### src/rtl/dti_word_uart_tx.sv
// dti_word_uart_tx: accepts a wide word and sends it as consecutive UART
// frames (start, DATA_WIDTH bits LSB first, optional parity, stop), lowest
// byte first. Each frame waits for the far end's clear-to-send before its
// start bit.
//
// Optional feature: define DTI_TX_PARITY_EN to insert one even-parity bit
// between the data bits and the stop bit(s). When the macro is undefined the
// PARITY state is never entered.
//
// Valid/ready: a word is transferred on every rising clk edge where
// tx_word_valid and tx_word_ready are both high; tx_word_ready is high only
// while idle, and tx_word_valid is ignored at all other times.
module dti_word_uart_tx #(
    parameter int BAUDRATE        = 115200,
    parameter int FREQ_FPGA       = 50000000,
    parameter int DATA_WIDTH      = 8,
    parameter int INST_DATA_WIDTH = 32,
    parameter int STOP_BIT_WIDTH  = 1
) (
    input  logic                       clk,
    input  logic                       reset,
    input  logic [INST_DATA_WIDTH-1:0] tx_word_data,
    input  logic                       tx_word_valid,
    output logic                       tx_word_ready,
    input  logic                       cts_n,
    output logic                       tx,
    output logic                       tx_busy,
    output logic                       tx_done
);

    localparam int CLKS_PER_BIT = FREQ_FPGA / BAUDRATE;
    localparam int CNT_W        = (CLKS_PER_BIT > 1) ? $clog2(CLKS_PER_BIT) : 1;
    localparam int NUM_BYTES    = INST_DATA_WIDTH / DATA_WIDTH;
    localparam int BYTE_W       = (NUM_BYTES > 1) ? $clog2(NUM_BYTES) : 1;
    localparam int IDX_W        = (DATA_WIDTH > 1) ? $clog2(DATA_WIDTH) : 1;

    localparam logic [CNT_W-1:0]  BIT_LAST  = CNT_W'(CLKS_PER_BIT - 1);
    localparam logic [BYTE_W-1:0] BYTE_LAST = BYTE_W'(NUM_BYTES - 1);
    localparam logic [IDX_W-1:0]  IDX_LAST  = IDX_W'(DATA_WIDTH - 1);
    // Second stop bit exists only when two stop bits are configured.
    localparam logic              STOP_LAST = (STOP_BIT_WIDTH == 2);

    typedef enum logic [2:0] {
        IDLE   = 3'd0,
        GAP    = 3'd1,
        START  = 3'd2,
        DATA   = 3'd3,
        PARITY = 3'd4,
        STOP   = 3'd5
    } state_t;

    state_t                     state;
    logic [CNT_W-1:0]           bit_cnt;
    logic [IDX_W-1:0]           bit_idx;
    logic [BYTE_W-1:0]          byte_cnt;
    logic                       stop_cnt;
    logic [INST_DATA_WIDTH-1:0] shift_reg;
`ifdef DTI_TX_PARITY_EN
    logic                       parity;
`endif

    logic bit_end;

    // End of the current bit time.
    assign bit_end = (bit_cnt == BIT_LAST);

    // Handshake and status derive directly from the registered state.
    assign tx_word_ready = (state == IDLE);
    assign tx_busy       = (state != IDLE);

    // Transmit FSM: state, counters, shift register and the serial line.
    always_ff @(posedge clk) begin
        if (reset) begin
            state     <= IDLE;
            tx        <= 1'b1;
            tx_done   <= 1'b0;
            bit_cnt   <= '0;
            bit_idx   <= '0;
            byte_cnt  <= '0;
            stop_cnt  <= 1'b0;
            shift_reg <= '0;
`ifdef DTI_TX_PARITY_EN
            parity    <= 1'b0;
`endif
        end else begin
            tx_done <= 1'b0;
            case (state)
                IDLE: begin
                    tx <= 1'b1;
                    if (tx_word_valid) begin
                        state     <= GAP;
                        shift_reg <= tx_word_data;
                        byte_cnt  <= '0;
                        bit_cnt   <= '0;
                    end
                end

                // Line held high until the far end allows the next frame.
                GAP: begin
                    tx <= 1'b1;
                    if (!cts_n) begin
                        state   <= START;
                        tx      <= 1'b0;
                        bit_cnt <= '0;
                    end
                end

                START: begin
                    if (bit_end) begin
                        state   <= DATA;
                        tx      <= shift_reg[0];
                        bit_cnt <= '0;
                        bit_idx <= '0;
`ifdef DTI_TX_PARITY_EN
                        parity  <= ^shift_reg[DATA_WIDTH-1:0];
`endif
                    end else begin
                        bit_cnt <= bit_cnt + 1'b1;
                    end
                end

                // The shift register moves one place per bit, so after the
                // last bit of a byte the next byte already sits at bit 0.
                DATA: begin
                    if (bit_end) begin
                        bit_cnt   <= '0;
                        shift_reg <= shift_reg >> 1;
                        if (bit_idx == IDX_LAST) begin
`ifdef DTI_TX_PARITY_EN
                            state    <= PARITY;
                            tx       <= parity;
`else
                            state    <= STOP;
                            tx       <= 1'b1;
`endif
                            stop_cnt <= 1'b0;
                        end else begin
                            bit_idx <= bit_idx + 1'b1;
                            tx      <= shift_reg[1];
                        end
                    end else begin
                        bit_cnt <= bit_cnt + 1'b1;
                    end
                end

                PARITY: begin
                    if (bit_end) begin
                        state    <= STOP;
                        tx       <= 1'b1;
                        bit_cnt  <= '0;
                        stop_cnt <= 1'b0;
                    end else begin
                        bit_cnt <= bit_cnt + 1'b1;
                    end
                end

                STOP: begin
                    tx <= 1'b1;
                    if (bit_end) begin
                        bit_cnt <= '0;
                        if (stop_cnt != STOP_LAST) begin
                            stop_cnt <= 1'b1;
                        end else if (byte_cnt < BYTE_LAST) begin
                            state    <= GAP;
                            byte_cnt <= byte_cnt + 1'b1;
                        end else begin
                            state   <= IDLE;
                            tx_done <= 1'b1;
                        end
                    end else begin
                        bit_cnt <= bit_cnt + 1'b1;
                    end
                end

                default: begin
                    state   <= IDLE;
                    tx      <= 1'b1;
                    bit_cnt <= '0;
                end
            endcase
        end
    end

endmodule

### config.mk
export PLATFORM = sky130hd
export DESIGN_NAME = dti_word_uart_tx
export DESIGN_NICKNAME = d
export VERILOG_FILES = /design/src/rtl/dti_word_uart_tx.sv
export SDC_FILE = /design/constraint.sdc
export NUM_CORES = 1
export LEC_CHECK = 0
export ABC_AREA = 1
export CAP_MARGIN = 10
export CORE_ASPECT_RATIO = 1.4
export CORE_UTILIZATION = 54
export DETAILED_ROUTE_END_ITERATION = 8
export PLACE_DENSITY = 0.88
export SYNTH_ARGS = -nofsm -noshare
export SYNTH_HDL_FRONTEND = slang
export SYNTH_SLANG_ARGS = --single-unit
### constraint.sdc
create_clock -name clk -period 1.8 [get_ports clk]
set_input_delay 0.18 -clock clk [delete_from_list [all_inputs] [get_ports clk]]
set_output_delay 0.18 -clock clk [all_outputs]
set_load 0.05 [all_outputs]
==> key figures, run 1 <==
Cells and area
  – Filler cell count: 427
  – Largest register FFs: 32
  – N_diodes: 0
  – Share of cells above drive strength 1: between 10% and 20%
  – Most common library cell in the layout ignoring fill and taps: nand2_1
  – Commonest cells after routing, fill and taps aside: nand2_1 (137), nor2_1 (55), dfxtp_1 (50)
  – Register area: 0.00102 sq mm
  – Nets@finish: 487
  – Area of the multi-input gates: 0.00148 sq mm
  – Area growth syn-to-layout: 17.7%

STA
  – Worst Clk Skew: 0.00888 ns
  – Tcrit/Tclk final: 91.0%
  – RSZ-0062 raised after global routing: false
  – Final Critical Period: 1.64 ns
  – Final Hold Viols: 0
  – Slew margin rel.: 67.4%
  – Worst Tran Pin Value: 0.488 ns
  – Final setup TNS: 0 ns
  – Max Fclk: 610 MHz
  – Final count of pins violating max slew: 0
  – Count of final setup violators: 0

Pwr
  – Psw: approximately 1.5 mW
  – Sw frac: approximately two fifths
  – Leak: between 1 and 1.5 nW
  – Combinational share of power: 40.7%
  – PD cells: 1160 mW/mm^2
  – Max VDD drop: 0.697 mV
  – Sequential power share: a little over two fifths
  – Total chip power: between 3 and 4 mW
  – Int Pwr: roughly 2.2 mW
  – Clock share of power: between 10% and 20%

Setup path
  – Max incr delay on CP: 0.81 ns
  – WS Path Type: flop to output port
  – Family with the most delay on the worst path: buffers and inverters
  – Endpoint class of the critical path: output port
  – Reg2reg end: tx
  – Worst Path Required: 1.62 ns
  – Setup crit start kind: flop
  – Worst r2r path cells: 9
  – R2r setup slk: 0.17 ns
  – CP cell instances: clkdlybuf4s50_1
  – Crit Path Max Fanout: 2
  – Worst path slowest cell: clkdlybuf4s50_1
  – Critical path data arrival time: 1.46 ns
  – Crit Reg-Reg Startpoint: state[1]
  – WP buf/inv: 1

GRT
  – First-pass GRT wire length: 9450 um
  – Total GRT Usage: between 20 and 25%
  – Initial antenna violation count: 0
  – Largest net degree at the start of global routing: 33
  – Number of global-route vias before repair: 2313
  – Grt ovf: 0

Routing
  – Wirelength per Cell: 10.7 um
  – DR vias: 2500
  – Routed Antenna Nets: 0
  – DRC: 0
  – DRT iter0 DRCs: about 110
  – Routed vias/inst: between 4 and 5
  – Routed wire length: 5420 um
  – Initial DRT Pass Iterations: 4

Floorplanning
  – Die X: 62.2 um
  – Initial Utilization: 56.5%
  – Die Y: 86.2 um
  – Core Region: 0.00484 sq mm
  – I/O pins: 40
  – Die Area: 0.00536 sq mm
  – FP Rows: 30

Logic synthesis
  – Distinct cells, synth: 30
  – Synth Flop Type: dfxtp_1
  – Syn Area/Cell: 6.74 sq um
  – Post-synth EDFFs: 0
  – Seq/Total Area, Yosys: a little under two fifths
  – Ys async rst share: 0%
  – #FFs+latches synth: 51
  – Synth warn: 0
  – Synthesized cell area: about 0.0027 sq mm
  – Post-Syn Instances: 406
  – Synthesized Nets: 449

Placed design
  – Final RePlAce weighted congestion: approximately 0.90
  – Post-DP HPWL: just under 4000 um
  – # port buffers: 39

Clock network
  – TritonCTS Buffers: 5
  – Clock buffer depth: 2
  – Post-cts sizing count: 0
  – Clock root cell: clkbuf_8
  – CTS tree: yes
  – Clock insertion delay at the later pin of the skew report: 0.30 ns
  – Clock Sinks: 51
  – Number of setup buffers added after CTS: 0
  – CTS hold repair buffers: 0
  – H-tree levels: 2
  – Clk slew on worst S/H paths: 0.08 ns

Hold path
  – Hold_sp: byte_cnt[0]
  – Min-Delay Endpoint: byte_cnt[0]
  – Hold Path Stages: 1
  – Hold Path Class: flop to flop

Outcome
  – Status: finished, final reports clean

Job
  – Max cap viols: 0
## synth_stat cells, drive strengths merged (2+ instances only)
library cell / number / share of area, %
clkbuf: 5 / 0.69
nand3: 10 / 1.8
nand4: 2 / 0.46
dfxtp: 51 / 37
o21ai: 41 / 7.5
a21oi: 12 / 2.3
buf: 11 / 3.9
inv: 26 / 3.7
nand2: 144 / 21
nor2: 88 / 16
ha: 7 / 3.2
## how the worst max path moves through the flow
stage,from,endpoint,slack [ns],depth (start not counted)
after floorplan,state[0],shift_reg[0],0.26,10
after global placement,tx_word_valid,shift_reg[18],0.09,8
after detailed placement,tx_word_valid,shift_reg[3],0.06,8
after CTS,bit_cnt[1],shift_reg[31],0.05,11
after global routing,state[1],tx,0.01,9
final,tx,tx,0.16,1
## power groups by stage
stage | sequential (mW) | combinational, mW | clock, mW
4_1_cts | 1.59 | 1.53 | 0.643
2_1_floorplan | 1.58 | 1.27 | 0
5_1_grt | 1.63 | 1.73 | 0.695
3_3_place_gp | 1.60 | 1.49 | 0
6_report | 1.60 | 1.52 | 0.622
3_5_place_dp | 1.62 | 1.52 | 0
## through the flow
stage          instances  cell area [sq um]  utilization, %  hold slack [ns]  setup WS [ns]
5_1_grt              509               3220            66.5            0.452         0.0141
4_1_cts              509               3220            66.4            0.453         0.0510
2_1_floorplan        406               2740               -            0.249          0.264
3_3_place_gp         501               3140            64.8            0.447         0.0911
6_report             509               3220            66.5            0.470          0.162
3_5_place_dp         501               3140            64.8            0.459         0.0649
## cell type report
| class | count | share of cell area [%] |
|---|---|---|
| clock buffer | 7 | 2.37 |
| tap | 64 | 2.49 |
| clock inverter | 1 | 0.155 |
| multi-input combinational | 312 | 46.1 |
| timing repair buffer | 47 | 13.8 |
| inverter | 27 | 3.34 |
| sequential | 51 | 31.7 |
## per-layer routing
metal / global-route usage [%] / vias up / wire, um
li1: - / 1340 / -
met1: 24.1 / 1111 / 2360
met2: 41.4 / 42 / 2800
met3: 4.34 / 7 / 163
met4: 7.40 / 0 / 93
met5: 0 / - / 0
## kinds of logic (layout without fill, tap and decap cells)
kind of cell               count (synthesis)  count (layout)  synth area share (%)
DFF                                       51              51                  37.3
xor gates and xnor gates                   1               1                 0.320
adders and majority gates                  7               7                  3.20
AOI/OAI and AO/OA                         57              57                  11.0
and+or+nand+nor                          247             247                  39.7
buffers and inverters                     43              82                  8.42
Power figures use the tool's default switching activity.
==> run 2, diff against run 1 <==
- CORE_MARGIN: default -> 4
==> run 2 against run 1 <==
Effect of this change:
- final cell count unchanged
- clock power up 23%
- combinational power up 3%
- power up 5.2%
- final area up 1.4%
- clock skew down 0.0028 ns
- sequential power about the same
- first-iteration DRC count up 3.5%
- highest routed layer unchanged
==> key figures, run 2 (same netlist as run 1, synthesis figures left out) <==
GRT
  – Number of global-route vias before repair: 2578
  – First-pass GRT wire length: 10300 um
  – Total GRT Usage: 20.7%
  – Largest net degree at the start of global routing: 37
  – Grt ovf: 0
  – Initial antenna violation count: 0

STA
  – Final Critical Period: 1.65 ns
  – Worst Tran Pin Value: 0.491 ns
  – Worst Clk Skew: 0.00603 ns
  – Tcrit/Tclk final: 91.7%
  – Final count of pins violating max slew: 0
  – Max Fclk: around 610 MHz
  – Count of final setup violators: 0
  – Slew margin rel.: 67.2%
  – RSZ-0062 raised after global routing: true
  – Final Hold Viols: 0

Setup path
  – Crit Path Max Fanout: 13
  – Setup crit start kind: flop
  – Critical path data arrival time: 1.88 ns
  – WS Path Type: flop to flop
  – Endpoint class of the critical path: flop
  – R2r setup slk: 0.15 ns
  – Worst Path Required: between 2 and 2.5 ns

Placed design
  – # port buffers: 39
  – Final RePlAce weighted congestion: 0.869
  – Placed Cells: about 500
  – Post-DP HPWL: 4400 um

Clock network
  – CTS tree: yes
  – Clk slew on worst S/H paths: 0.09 ns
  – Clock insertion delay at the later pin of the skew report: ~0.3 ns
  – Clock root cell: clkbuf_8
  – Clock Sinks: around 50
  – Clock buffer depth: 2
  – H-tree levels: 2
  – TritonCTS Buffers: 5

Cells and area
  – Share of cells above drive strength 1: between 10% and 20%
  – Most common library cell in the layout ignoring fill and taps: nand2_1
  – Util after Layout: 66.9%
  – N_diodes: 0
  – Nets@finish: 488
  – Largest register FFs: 32
  – Finished Layout Cells: approximately 500
  – Commonest cells after routing, fill and taps aside: nand2_1 (137), nor2_1 (55), dfxtp_1 (51)
  – Area growth syn-to-layout: 19.4%

Routing
  – Top sig layer: met4
  – DR vias: 2609
  – DRT met1 WL: 2400 um
  – Wirelength per Cell: 11.6 um
  – WL met2: 3180 um
  – Routed Antenna Nets: 0
  – Routed met3 length: 161 um
  – Routed vias/inst: 5.13
  – DRT iter0 DRCs: 118
  – Initial DRT Pass Iterations: 4
  – DRC: 0
  – Routed wire length: 5900 um

Floorplanning
  – I/O pins: 40
  – Initial Utilization: a little under three fifths
  – Die X: 68.2 um
  – FP Rows: 30
  – Die Area: 0.00628 sq mm
  – Core Region: 0.00488 sq mm
  – Die Y: 92.2 um

Job
  – Max cap viols: 0

Pwr
  – Leak: 1.51 nW
  – Total chip power: slightly below 4 mW
  – Max VDD drop: around 0.67 mV
  – PD cells: 1200 mW/mm^2

Hold path
  – Hold Path Class: flop to flop

Outcome
  – Status: finished, final reports clean
run 2: cell count changes in the layout (fill, tap and decap cells not counted), sizes merged:
cell / delta
clkinv: -1
buf: +1
clkbuf: -1
bufinv: +1
run 2: critical path: stages, from the launching register on:
cell and delay [ns]:
dfxtp_1 0.42, nor2_4 0.17, nand2_2 0.08, nor2_1 0.22
inv_1 0.11, nand2_4 0.15, buf_4 0.20, o21ai_0 0.11
nor2_1 0.12
run 2: path summary, 6_finish.rpt:
| kind | start | depth (start not counted) | end |
|---|---|---|---|
| setup / recovery | state[0] | 8 | shift_reg[28] |
| hold reg to reg | bit_idx[1] | 2 | bit_idx[1] |
| setup reg to reg | state[0] | 8 | shift_reg[28] |
| hold / removal | bit_idx[1] | 2 | bit_idx[1] |
run 2: per-layer routing:
| metal | vias to the layer above | GRT usage, % |
|---|---|---|
| met5 | - | 0 |
| met4 | 0 | 10.1 |
| met3 | 15 | 3.43 |
| met2 | 54 | 37.9 |
| met1 | 1197 | 21.6 |
| li1 | 1343 | - |
run 2: layout make-up:
type	instances	area, sq um
fillers	432	1610
multi-input cells	312	1490
flip-flops and latches	51	1020
repair buffers	48	465
inverters	27	110
well taps	64	80.1
clock buffers	6	72.6
clock inverters	1	30.0
run 2: per-stage QoR:
| stage | hold WS [ns] | worst slack (ns) | cell area (sq um) | setup TNS, ns |
|---|---|---|---|---|
| 2_1_floorplan | 0.249 | 0.264 | 2740 | 0 |
| 3_3_place_gp | 0.448 | 0.154 | 3160 | 0 |
| 3_5_place_dp | 0.459 | 0.0732 | 3160 | 0 |
| 4_1_cts | 0.471 | 0.0565 | 3260 | 0 |
| 5_1_grt | 0.494 | -0.00243 | 3270 | -0.00243 |
| 6_report | 0.471 | 0.150 | 3270 | 0 |
run 2: repair_timing:
action                                  CTS  global route
resized for setup                         0             3
endpoints found under the hold margin     0             0
buffers inserted                          0             0
endpoints found under the setup margin    0            33
hold buffers                              0             0
run 2: power by group:
group | switching, mW | internal [mW] | total (mW)
sequential | 0.198 | 1.41 | 1.60
clock | 0.355 | 0.408 | 0.763
combinational | 1.01 | 0.554 | 1.57
total | 1.57 | 2.37 | 3.93
==> patch 1: new RTL, settings of run 2 <==
Encoding of `state_t`: now one-hot (6 bits for 6 states).
--- a/src/rtl/dti_word_uart_tx.sv
+++ b/src/rtl/dti_word_uart_tx.sv
@@ -40,13 +40,13 @@
     // Second stop bit exists only when two stop bits are configured.
     localparam logic              STOP_LAST = (STOP_BIT_WIDTH == 2);
 
-    typedef enum logic [2:0] {
-        IDLE   = 3'd0,
-        GAP    = 3'd1,
-        START  = 3'd2,
-        DATA   = 3'd3,
-        PARITY = 3'd4,
-        STOP   = 3'd5
+    typedef enum logic [5:0] {
+        IDLE   = 6'b000001,
+        GAP    = 6'b000010,
+        START  = 6'b000100,
+        DATA   = 6'b001000,
+        PARITY = 6'b010000,
+        STOP   = 6'b100000
     } state_t;
 
     state_t                     state;
Check against the original RTL: same outputs for any inputs over 10 cycles, from zero or initial values and one cycle with reset high; not proved beyond that.
==> patch 1 against run 2 <==
Routed wire length fell by 4.7%; setup slack worse by 37 ps; combinational power grew 62%; power is 30% higher; core utilization increased by 1.2 points; sequential share of layout area up 0.66 points; sequential cell count up 2; design area rose by 1.8%; area after synthesis is 0.23% lower.
==> patch 1: results (changes against run 2) <==
Compound-Gate Fraction of Synth Area 0.207 (was 0.110); xor-xnor portion of the synthesized cell area 0.0128 (was 0.00320); Synth Area in Adders 0.0229 (was 0.0320); vias in the first global route 2391 (was 2578); Hold Path Class reg -> reg (unchanged); Overall Global Routing Usage 0.188 (was 0.207); Initial DRC Count 196 (was 118); Seq Cell Count 53 (was 51); Routed WL 5620 um (was 5900 um); Netlist cell types 27 (was 30); bufs w/o clock 47 (was 48); Critical Path Max Stage Delay 350 ps (was 420 ps); Synth top cells by count nand2_1 (77), dfxtp_1 (53), inv_1 (53), o21ai_1 (53), a21oi_1 (43) (was nand2_1 (137), nor2_1 (55), dfxtp_1 (51)); met2 wire length 2890 um (was 3180 um); fin nets 472 (was 488); NonClk Buf Share 0.149 (was 0.142); status complete, no violations (unchanged); gpl congestion 0.935 (was 0.869); Multi-input gate area 0.00134 mm^2 (was 0.00149 mm^2); comb_multi_in 269 (was 312); FF/Latch Area 0.00106 mm^2 (was 0.00102 mm^2); clk_skew 8.11 ps (was 6.03 ps); syn_nets 437 (was 449); dpl cell area 0.00318 mm^2 (was 0.00316 mm^2); Via density 5.18 (was 5.13); Rel. slew slack 0.675 (was 0.672); M1 GR Usage 0.208 (was 0.216); VDD IR-drop max 1.09 mV (was 0.672 mV); Seq/total area 0.319 (was 0.313); Cells after Synth 396 (was 406); Non-Filler Instances 496 (was 509); inverters 55 (was 27); leak pwr 1.39 nW (was 1.51 nW); share of layout cells above drive strength 1 0.0926 (was 0.151); clk cell area share 0.0403 (was 0.0314); CP max FO 35 (was 13); met3 WL 290 um (was 161 um); fillcell total 437 (was 432); M2 GR Usage 0.342 (was 0.379); largest net degree at the start of global routing 41 (was 37); Seq/Total Area, Yosys 0.389 (was 0.373)
## patch 1: changes by cell type after synthesis, sizes merged, moves of 2 or more
cell | run 2 | this run
o21ai | 41 | 68
nor2 | 88 | 38
inv | 26 | 55
nand2 | 144 | 81
xor2 | 0 | 2
nand4 | 2 | 8
ha | 7 | 5
dfxtp | 51 | 53
nand3 | 10 | 17
buf | 11 | 15
a21oi | 12 | 44
## patch 1: where the power goes
part | total (mW) | internal, mW | switching, mW
logic | 2.55 | 0.936 | 1.61
clock network | 0.931 | 0.552 | 0.379
registers | 1.64 | 1.51 | 0.131
total | 5.11 | 3.00 | 2.12
## patch 1: worst paths after layout
| check | start | endpoint | slack, ps | cells after the start |
|---|---|---|---|---|
| max | bit_cnt[1] | shift_reg[17] | 110 | 10 |
| min reg2reg | shift_reg[2] | shift_reg[2] | 460 | 2 |
| max reg2reg | bit_cnt[1] | shift_reg[17] | 110 | 10 |
| min | shift_reg[2] | shift_reg[2] | 460 | 2 |
==> patch 2: new RTL, flow settings as in run 2 <==
Made on the original files. The option `DTI_TX_PARITY_EN` is turned on by a define.
--- a/src/rtl/dti_word_uart_tx.sv
+++ b/src/rtl/dti_word_uart_tx.sv
@@ -10,6 +10,8 @@
 // Valid/ready: a word is transferred on every rising clk edge where
 // tx_word_valid and tx_word_ready are both high; tx_word_ready is high only
 // while idle, and tx_word_valid is ignored at all other times.
+`define DTI_TX_PARITY_EN
+
 module dti_word_uart_tx #(
     parameter int BAUDRATE        = 115200,
     parameter int FREQ_FPGA       = 50000000,
Check against the original RTL: same outputs for any inputs over 10 cycles, from zero or initial values and one cycle with reset high; that may be too few to reach the edited logic, so the function may still have changed.
==> patch 2 against run 2 <==
Synthesized cell count up 11%; combinational power up 24%; sequential cell count grew 1; power rose by 9.9%; hold slack better by 4.4 ps; sequential power is 5% higher; setup slack got worse by 0.62 ps; routed wire length rose by 7.8%; area after synthesis increased by 4.4%; design area rose by 3.5%; sequential share of layout area is 0.35 points lower; critical path type is now reg -> out; largest cell class unchanged; largest power group is now combinational cells.
==> patch 2: results (changes against run 2) <==
initial antenna violation count 0 (unchanged); H-tree Lvls 2 (unchanged); Non-Filler Instances 551 (was 509); Wirelength per Cell 11.5 um (was 11.6 um); Rel. slew slack 0.672 (about the same); Synth Flop Type dfxtp_1 (unchanged); Synth top cells by count nand2_1 (155), nor2_1 (83), dfxtp_1 (52) (was nand2_1 (137), nor2_1 (55), dfxtp_1 (51)); first-pass GRT wire length 11100 um (was 10300 um); Cells after Synth 449 (was 406); pre-CTS WS 120 ps (was 73.2 ps); Hold Path Class reg -> reg (unchanged); Seq/Total Area, Yosys 0.364 (was 0.373); hold endpoint bit_idx[2] (was bit_idx[1]); Netlist cell types 28 (was 30); share of layout cells above drive strength 1 0.0845 (was 0.151); hpwl dp 4720 um (was 4400 um); Detailed Routing Iterations Pass 1 4 (unchanged); max-cap violations 0 (unchanged); CP arrival 1470 ps (was 1880 ps); Initial DRC Count 137 (was 118); dpl cells 543 (was 502); CP delay by family, top buffers and inverters (was simple AND/OR/NAND/NOR gates); CTS Buf Count 5 (unchanged); Worst R2R Setup Slack 160 ps; clock root buffer clkbuf_8 (unchanged); vias in the first global route 2742 (was 2578); fraction of registers with async set/reset 0 (unchanged); Warnings, synthesis 0 (unchanged); Critical Path Max Stage Delay 810 ps (was 420 ps); Via density 5.20 (was 5.13); dpl cell area 0.00328 mm^2 (was 0.00316 mm^2); hold_ws 475 ps (was 471 ps); leak pwr 1.63 nW (was 1.51 nW); Largest register FFs 32 (unchanged); Max Buffers Root-to-Sink 2 (unchanged); CP max FO 2 (was 13); gpl congestion 0.825 (was 0.869); Max stage delay cell, worst path clkdlybuf4s50_1 (was dfxtp_1); fin nets 527 (was 488); hold path depth 2 (unchanged); Worst Min Path Start bit_idx[2] (was bit_idx[1]); top post-synthesis cells by area dfxtp_1 (36%), nand2_1 (20%), nor2_1 (11%), o21ai_0 (5.8%), ha_1 (3.1%) (was dfxtp_1 (37%), nand2_1 (19%), nor2_1 (7.5%), o21ai_0 (6.8%), nor2_2 (6.4%)); status complete, no violations (unchanged); VDD IR-drop max 0.712 mV (was 0.672 mV); Overall Global Routing Usage 0.203 (was 0.207); worst reg2reg endpoint bit_cnt[5] (was shift_reg[28]); Final ANT Viol Nets 0 (unchanged); Worst-Skew Late Latency 310 ps; clock slew at reported path FFs 90 ps (about the same); reg2reg start bit_cnt[1] (was state[0]); Post-CTS Setup Bufs 0 (unchanged); Reg2Reg Depth 10 (was 8); syn_nets 492 (was 449); fillcell total 465 (was 432); PortBufs 39 (unchanged); largest net degree at the start of global routing 33 (was 37); clk_skew 5.96 ps (was 6.03 ps)
patch 2: changes by cell type after synthesis, sizes merged, moves of 2 or more:
cell | before | now
inv | 26 | 32
o21ai | 41 | 43
nand3b | 0 | 2
xnor2 | 1 | 4
nand3 | 10 | 12
nor3 | 1 | 3
a21oi | 12 | 16
nand4 | 2 | 5
xor2 | 0 | 4
nand2 | 144 | 160
patch 2: logic make-up (layout without fill, tap and decap cells):
logic type | count (synthesis) | in the layout | synth area share
buf+inv | 50 | 86 | 0.0819
fa+ha+maj | 7 | 7 | 0.0307
simple gates | 273 | 273 | 0.391
xor+xnor | 8 | 8 | 0.0245
compound gates | 59 | 59 | 0.107
flops | 52 | 52 | 0.364
patch 2: final cells by class:
cell class / instances / area, um^2 / share of cell area
clock buffer: 7 / 86.3 / 0.0255
clock inverter: 1 / 7.51 / 0.00222
inverter: 32 / 124 / 0.0366
multi-input combinational: 347 / 1580 / 0.468
sequential: 52 / 1040 / 0.309
tap: 66 / 82.6 / 0.0244
timing repair buffer: 46 / 454 / 0.134
patch 2: what timing repair did:
item,in CTS,in global routing
gates resized for setup,1,5
endpoints found under the hold margin,0,0
endpoints found under the setup margin,1,30
patch 2: worst max path at each step:
stage                     from             to  slack, ps  cells past startpoint
finish                      tx             tx        150                      1
floorplan             state[0]   shift_reg[0]        250                     10
detailed placement    state[1]   shift_reg[7]        120                      7
global route        bit_cnt[1]  shift_reg[31]         -4                      9
CTS                   state[1]   shift_reg[8]         90                      7
global placement      state[1]   shift_reg[1]        180                      9
patch 2: per-layer routing:
metal | vias up | GRT usage | wire length, um
li1 | 1467 | - | -
met1 | 1306 | 0.206 | 2550
met3 | 12 | 0.0343 | 261
met4 | 0 | 0.0782 | 131
met2 | 80 | 0.405 | 3420
met5 | - | 0 | 0
patch 2: worst reg2reg max path, stage by stage (launching register included):
cell	delay (ps)
dfxtp_1	410
inv_1	60
ha_1	190
nand2_1	70
nor2_1	40
nand2_1	110
buf_4	180
nand2_1	60
nand2_1	80
nand2_2	110
nor3_1	250
patch 2: where the power goes:
group          switching [mW]  total [mW]  internal (mW)
logic                    1.25        1.94          0.694
clock network           0.390       0.704          0.313
registers               0.250        1.68           1.43
total                    1.89        4.33           2.44
patch 2: stage by stage:
step / util / power (mW)
floorplan: - / 3.20
global placement: 0.635 / 3.53
detailed placement: 0.635 / 3.60
CTS: 0.654 / 4.31
global route: 0.655 / 4.68
finish: 0.655 / 4.33
